**src/rtl/control_pkg.sv**
```systemverilog
// Shared definitions for the control pipe unit: opcodes, ALU/RegDst codes and
// the packed control bundle carried through the ID/EX stage.
package control_pkg;

    localparam logic [5:0] OP_RFORMAT = 6'b000000;
    localparam logic [5:0] OP_LW      = 6'b100011;
    localparam logic [5:0] OP_SW      = 6'b101011;
    localparam logic [5:0] OP_BEQ     = 6'b000100;
    localparam logic [5:0] OP_BNE     = 6'b000101;
    localparam logic [5:0] OP_ADDI    = 6'b001000;
    localparam logic [5:0] OP_ANDI    = 6'b001100;
    localparam logic [5:0] OP_ORI     = 6'b001101;
    localparam logic [5:0] OP_SLTI    = 6'b001010;
    localparam logic [5:0] OP_LUI     = 6'b001111;
    localparam logic [5:0] OP_J       = 6'b000010;
    localparam logic [5:0] OP_JAL     = 6'b000011;

    typedef enum logic [2:0] {
        ALU_ADD   = 3'b000,
        ALU_SUB   = 3'b001,
        ALU_FUNCT = 3'b010,
        ALU_AND   = 3'b011,
        ALU_OR    = 3'b100,
        ALU_SLT   = 3'b101,
        ALU_LUI   = 3'b110
    } alu_op_e;

    typedef enum logic [1:0] {
        REGDST_RT = 2'b00,
        REGDST_RD = 2'b01,
        REGDST_RA = 2'b10
    } reg_dst_e;

    typedef struct packed {
        reg_dst_e reg_dst;
        alu_op_e  alu_op;
        logic     alu_src;
        logic     branch;
        logic     branch_ne;
        logic     mem_read;
        logic     mem_write;
        logic     reg_write;
        logic     mem_to_reg;
    } ctrl_bundle_t;

    localparam ctrl_bundle_t CTRL_BUBBLE = '0;

endpackage

```
**src/rtl/control_decoder.sv**
```systemverilog
// Purely combinational main decoder: opcode -> control bundle, jump request and
// illegal-opcode indication. Illegal opcodes decode to a bubble.
module control_decoder
    import control_pkg::*;
#(
    parameter int NB_OPCODE = 6,
    parameter int EXT_ISA   = 1
) (
    input  logic [NB_OPCODE-1:0] i_opcode,
    output ctrl_bundle_t         o_bundle,
    output logic                 o_jump,
    output logic                 o_illegal
);

    logic w_ext;

    // NOTE: every output gets a default before the case, so no path can infer a latch.
    always_comb begin
        o_bundle  = CTRL_BUBBLE;
        o_jump    = 1'b0;
        o_illegal = 1'b0;
        w_ext     = 1'b0;
        case (i_opcode)
            NB_OPCODE'(OP_RFORMAT): begin
                o_bundle.reg_dst   = REGDST_RD;
                o_bundle.reg_write = 1'b1;
                o_bundle.alu_op    = ALU_FUNCT;
            end
            NB_OPCODE'(OP_LW): begin
                o_bundle.alu_src    = 1'b1;
                o_bundle.mem_read   = 1'b1;
                o_bundle.mem_to_reg = 1'b1;
                o_bundle.reg_write  = 1'b1;
            end
            NB_OPCODE'(OP_SW): begin
                o_bundle.alu_src   = 1'b1;
                o_bundle.mem_write = 1'b1;
            end
            NB_OPCODE'(OP_BEQ): begin
                o_bundle.branch = 1'b1;
                o_bundle.alu_op = ALU_SUB;
            end
            NB_OPCODE'(OP_BNE): begin
                w_ext              = 1'b1;
                o_bundle.branch_ne = 1'b1;
                o_bundle.alu_op    = ALU_SUB;
            end
            NB_OPCODE'(OP_ADDI), NB_OPCODE'(OP_ANDI), NB_OPCODE'(OP_ORI),
            NB_OPCODE'(OP_SLTI), NB_OPCODE'(OP_LUI): begin
                w_ext              = 1'b1;
                o_bundle.alu_src   = 1'b1;
                o_bundle.reg_write = 1'b1;
                o_bundle.reg_dst   = REGDST_RT;
                if (i_opcode == NB_OPCODE'(OP_ANDI))      o_bundle.alu_op = ALU_AND;
                else if (i_opcode == NB_OPCODE'(OP_ORI))  o_bundle.alu_op = ALU_OR;
                else if (i_opcode == NB_OPCODE'(OP_SLTI)) o_bundle.alu_op = ALU_SLT;
                else if (i_opcode == NB_OPCODE'(OP_LUI))  o_bundle.alu_op = ALU_LUI;
                else                                      o_bundle.alu_op = ALU_ADD;
            end
            NB_OPCODE'(OP_J): begin
                w_ext  = 1'b1;
                o_jump = 1'b1;
            end
            NB_OPCODE'(OP_JAL): begin
                w_ext              = 1'b1;
                o_jump             = 1'b1;
                o_bundle.reg_write = 1'b1;
                o_bundle.reg_dst   = REGDST_RA;
            end
            default: o_illegal = 1'b1;
        endcase

        // Extended opcodes become illegal bubbles on a base-ISA build.
        if (w_ext && (EXT_ISA == 0)) begin
            o_bundle  = CTRL_BUBBLE;
            o_jump    = 1'b0;
            o_illegal = 1'b1;
        end
    end

endmodule

```
**src/rtl/control_pipe_unit.sv**
```systemverilog
// ID-stage control: decodes the opcode, resolves freeze/branch/load-use/jump
// hazards in priority order and registers the control bundle into ID/EX.
module control_pipe_unit
    import control_pkg::*;
#(
    parameter int NB_OPCODE = 6,
    parameter int NB_REG    = 5,
    parameter int NB_ALUOP  = 3,
    parameter int EXT_ISA   = 1
) (
    input  logic                 i_clk,
    input  logic                 i_rst_n,
    input  logic [NB_OPCODE-1:0] i_opcode,
    input  logic [NB_REG-1:0]    i_id_rs,
    input  logic [NB_REG-1:0]    i_id_rt,
    input  logic                 i_branch_taken,
    input  logic                 i_freeze,
    input  logic                 i_illegal_clr,
    output logic                 o_pc_write,
    output logic                 o_ifid_write,
    output logic                 o_ifid_flush,
    output logic                 o_jump,
    output logic [1:0]           o_ex_RegDst,
    output logic [NB_ALUOP-1:0]  o_ex_ALUOp,
    output logic                 o_ex_ALUSrc,
    output logic                 o_ex_Branch,
    output logic                 o_ex_BranchNe,
    output logic                 o_ex_MemRead,
    output logic                 o_ex_MemWrite,
    output logic                 o_ex_RegWrite,
    output logic                 o_ex_MemtoReg,
    output logic [NB_REG-1:0]    o_ex_rt,
    output logic                 o_illegal
);

    ctrl_bundle_t        w_dec_bundle;
    logic                w_dec_jump;
    logic                w_dec_illegal;
    logic                w_load_use;
    logic                w_idex_load;
    logic                w_set_illegal;
    ctrl_bundle_t        w_next_bundle;
    logic [NB_REG-1:0]   w_next_rt;

    ctrl_bundle_t        r_bundle;
    logic [NB_REG-1:0]   r_ex_rt;
    logic                r_illegal;

    control_decoder #(
        .NB_OPCODE (NB_OPCODE),
        .EXT_ISA   (EXT_ISA)
    ) u_decoder (
        .i_opcode  (i_opcode),
        .o_bundle  (w_dec_bundle),
        .o_jump    (w_dec_jump),
        .o_illegal (w_dec_illegal)
    );

    assign w_load_use = r_bundle.mem_read && (r_ex_rt != '0) &&
                        ((r_ex_rt == i_id_rs) || (r_ex_rt == i_id_rt));

    always_comb begin
        o_pc_write    = 1'b1;
        o_ifid_write  = 1'b1;
        o_ifid_flush  = 1'b0;
        o_jump        = 1'b0;
        w_idex_load   = 1'b1;
        w_set_illegal = 1'b0;
        w_next_bundle = CTRL_BUBBLE;
        w_next_rt     = '0;
        if (i_freeze) begin
            o_pc_write   = 1'b0;
            o_ifid_write = 1'b0;
            w_idex_load  = 1'b0;
        end else if (i_branch_taken) begin
            o_ifid_flush = 1'b1;
        end else if (w_load_use) begin
            // The stalled instruction is re-presented next cycle, so it is not flagged yet.
            o_pc_write   = 1'b0;
            o_ifid_write = 1'b0;
        end else begin
            o_jump        = w_dec_jump;
            o_ifid_flush  = w_dec_jump;
            w_set_illegal = w_dec_illegal;
            if (!w_dec_illegal) begin
                w_next_bundle = w_dec_bundle;
                w_next_rt     = i_id_rt;
            end
        end
    end

    // NOTE: state registers use non-blocking assignments and an asynchronous reset in the sensitivity list.
    always_ff @(posedge i_clk or negedge i_rst_n) begin
        if (!i_rst_n) begin
            r_bundle <= CTRL_BUBBLE;
            r_ex_rt  <= '0;
        end else if (w_idex_load) begin
            r_bundle <= w_next_bundle;
            r_ex_rt  <= w_next_rt;
        end
    end

    always_ff @(posedge i_clk or negedge i_rst_n) begin
        if (!i_rst_n)            r_illegal <= 1'b0;
        else if (w_set_illegal)  r_illegal <= 1'b1;
        else if (i_illegal_clr)  r_illegal <= 1'b0;
    end

    assign o_ex_RegDst   = r_bundle.reg_dst;
    assign o_ex_ALUOp    = NB_ALUOP'(r_bundle.alu_op);
    assign o_ex_ALUSrc   = r_bundle.alu_src;
    assign o_ex_Branch   = r_bundle.branch;
    assign o_ex_BranchNe = r_bundle.branch_ne;
    assign o_ex_MemRead  = r_bundle.mem_read;
    assign o_ex_MemWrite = r_bundle.mem_write;
    assign o_ex_RegWrite = r_bundle.reg_write;
    assign o_ex_MemtoReg = r_bundle.mem_to_reg;
    assign o_ex_rt       = r_ex_rt;
    assign o_illegal     = r_illegal;

endmodule

```
**config.mk**
```make
export PLATFORM = sky130hd
export DESIGN_NAME = control_pipe_unit
export DESIGN_NICKNAME = d
export VERILOG_FILES = /design/src/rtl/control_pkg.sv /design/src/rtl/control_decoder.sv /design/src/rtl/control_pipe_unit.sv
export SDC_FILE = /design/constraint.sdc
export NUM_CORES = 1
export LEC_CHECK = 0
export CORE_ASPECT_RATIO = 1.25
export CORE_MARGIN = 3
export CORE_UTILIZATION = 44
export DETAILED_ROUTE_END_ITERATION = 6
export PLACE_DENSITY = 0.76
export SYNTH_ARGS = -nofsm -noshare
export SYNTH_HDL_FRONTEND = slang
export SYNTH_HIERARCHICAL = 1
export SYNTH_SLANG_ARGS = --single-unit
```
**constraint.sdc**
```tcl
create_clock -name i_clk -period 2.77 [get_ports i_clk]
set_input_delay 0.554 -clock i_clk [delete_from_list [all_inputs] [get_ports i_clk]]
set_output_delay 0.554 -clock i_clk [all_outputs]
set_load 0.01 [all_outputs]
```
==> impl_metrics.tcl <==
set metrics [dict create \
    diodes 0 \
    final_nets 249 \
    path_delay_family "buffers and inverters" \
    fillers 258 \
    holdBufCountCts 0 \
    required_ps 2220 \
    antenna_found_initial 0 \
    die-area_um2 3890 \
    initial_core_util_pct 46.6 \
    p_sw_share_pct 28.8 \
    max-vdd-ir-drop_v 0.000179 \
    largest_reg_flops 5 \
    tightest_slew_ps 819 \
    port_buffers 42 \
    path_cells "clkdlybuf4s50_1, or2_1, nor4_2, buf_4, nor2_1, a211oi_2, dlygate4sd2_1" \
    path_max_fanout 2 \
    synth_fp_nets 192 \
    slew-limit-headroom_pct 45.2 \
    grt_pass1_vias 1459 \
    whs_ps 502 \
    timing.final.ws_setup_ps 93.5 \
    utilization_pct 66.4 \
    hp-class "flop to flop" \
    hpwl_um 2930 \
    mappedNetlistArea_um2 1400 \
    yosysUniqueCellTypes 36 \
    clock-root-buffer "clkbuf_4" \
    globalRouteOverflowTotal 0 \
    tns_ps 0 \
    dp_slack_ps -278 \
    final_cell_mix "clkdlybuf4s50_1 (38), nand2_1 (25), buf_4 (25)" \
    rsz0062_at_grt "false" \
    rows 22 \
    clk-insertion-delay-late_ps 290 \
    dr_total_vias 1419 \
    cp-start-kind "input port" \
    crit_type "input port to output port" \
    status "finished clean" \
    cts_buffer_depth 2 \
    drtIter0Drc 46 \
    total_power_uw 591 \
    dr.pass1.iters 4 \
    worst_setup_path_end_kind "output port" \
    grt_pass1_wl_um 6470 \
    max_freq_mhz 374 \
    dpl_cell_area_um2 1960 \
    routed_wl_um 3750 \
    die_h_um 69.0 \
    area_growth_pct 42.5 \
    sequentialPowerShare_pct 47.0 \
    pin_count 43 \
    setup_violations 0 \
    clk_pin_slew_worst_paths_ps 100 \
    ys_seq_area_share_pct 32.2 \
    finalCriticalPeriod_ps 2680 \
    clock_skew_ps 1.04 \
    grt_use_total_pct 20.2 \
    via_per_inst 5.42 \
    htreeDepth 1 \
    ant_nets 0 \
    die_w_um 56.4 \
    clkPwrFrac_pct 21.7 \
    clock_sinks 18 \
    drc 0 \
    cts_buffers 3 \
    cp_num_buf_inv 3 \
    ys_seq_elements 18 \
    gp_congestion 0.890 \
    power.leakage_nw 0.770 \
    syn-instance-count 171 \
    placedCellCount 258 \
    min_period_over_period_pct 96.6 \
    drive_gt1_share_pct 15.0 \
    hold_violations 0 \
    crit_arrival_ps 2120 \
    slowest_stage "clkdlybuf4s50_1" \
    slowest_delay_ps 420 \
    max_cap_viol_count 0 \
    p_per_area_nw_per_um2 297 \
    p_sw_uw 170 \
    wl_per_cell_um 14.3 \
    final_max_slew_viol_count 0 \
    core_um2 3000 \
    syn_area_per_cell_um2 8.17 \
    yosysWarnings 6 \
    final_area_um2 1990 \
    intPower_uw 421 \
    fin_cells 262 \
    cts_tree "built" \
    layout_commonest_cell "clkdlybuf4s50_1" \
    p_comb_share_pct 31.3 \
    grt_max_degree 20 \
]
[kinds of logic after synthesis]
kind of cell | synth area share [%]
mux | 1.52
xor+xnor | 6.27
compound gates | 18.2
flops | 32.2
simple gates | 34.8
buf+inv | 6.98
[power by group through the flow]
stage / Clock (mW) / Combinational [mW] / Sequential, mW
floorplan: 0 / 0.0802 / 0.289
global placement: 0 / 0.181 / 0.283
detailed placement: 0 / 0.186 / 0.283
CTS: 0.133 / 0.186 / 0.278
global route: 0.148 / 0.202 / 0.279
finish: 0.128 / 0.185 / 0.278
[final timing paths]
check	from	endpoint	slack [ps]	cells past startpoint
max in group asynchronous	i_rst_n	o_ex_BranchNe$_DFFE_PN0N_	1540	1
setup / recovery	i_opcode[5]	o_ifid_flush	90	7
min in group asynchronous	i_rst_n	o_illegal$_DFFE_PN0P_	730	1
hold reg to reg	o_illegal$_DFFE_PN0P_	o_illegal$_DFFE_PN0P_	500	2
hold / removal	o_illegal$_DFFE_PN0P_	o_illegal$_DFFE_PN0P_	500	2
setup reg to reg	o_ex_rt[1]$_DFFE_PN0N_	o_ex_rt[1]$_DFFE_PN0N_	1020	6
[tightest hold or removal path: stages, from the launching register on]
cell     delay (ps)
dfrtp_1         360
a32oi_1          50
o21ai_0          60
[Yosys cell counts]
| cell type | n | area [um^2] |
|---|---|---|
| or2_1 | 1 | 6.26 |
| o21ai_0 | 2 | 10.0 |
| a32oi_1 | 2 | 17.5 |
| buf_4 | 2 | 15.0 |
| nor3b_1 | 1 | 7.51 |
| nor2_2 | 1 | 6.26 |
| clkbuf_1 | 8 | 30.0 |
| inv_1 | 4 | 15.0 |
| o21a_1 | 1 | 7.51 |
| mux2_2 | 1 | 11.3 |
| a21oi_1 | 5 | 25.0 |
| a21boi_0 | 1 | 7.51 |
| nand2b_1 | 20 | 125 |
| nand4_1 | 1 | 6.26 |
| buf_6 | 2 | 22.5 |
| a211oi_2 | 1 | 12.5 |
| nor2_1 | 6 | 22.5 |
| mux2i_1 | 1 | 10.0 |
| or3_1 | 1 | 6.26 |
| nor4_1 | 2 | 12.5 |
| dfrtp_1 | 18 | 450 |
| a211oi_1 | 2 | 15.0 |
| o32ai_1 | 1 | 8.76 |
| nand3_1 | 3 | 15.0 |
| or4_1 | 1 | 7.51 |
| a22oi_1 | 1 | 7.51 |
| buf_2 | 3 | 15.0 |
| nor2b_1 | 3 | 18.8 |
| o21ai_2 | 1 | 8.76 |
| xnor2_1 | 10 | 87.6 |
| nor3_1 | 4 | 20.0 |
| nand2_1 | 25 | 93.8 |
| o22ai_1 | 1 | 6.26 |
| o211ai_1 | 17 | 128 |
| or3_4 | 1 | 11.3 |
| nand3b_1 | 17 | 128 |
[cell type report]
class                           count  area, um^2  share of cell area (%)
Clock buffer                        3        22.5                    1.13
Inverter                            4        15.0                   0.754
Multi-Input combinational cell    134         856                    43.0
Sequential cell                    18         450                    22.6
Tap cell                           36        45.0                    2.26
Timing Repair Buffer               67         603                    30.3
[metal layers]
metal | GRT usage (%) | wire length, um | vias up
li1 | - | - | 713
met1 | 22.4 | 1570 | 667
met2 | 39.0 | 1980 | 35
met3 | 1.50 | 150 | 4
met4 | 7.12 | 44 | 0
met5 | 0 | 0 | -
[what timing repair did]
item / CTS / global route
resized for setup: 5 / 0
setup buffers: 1 / 0
endpoints found under the setup margin: 4 / 0
(Power assumes the default switching activity.)
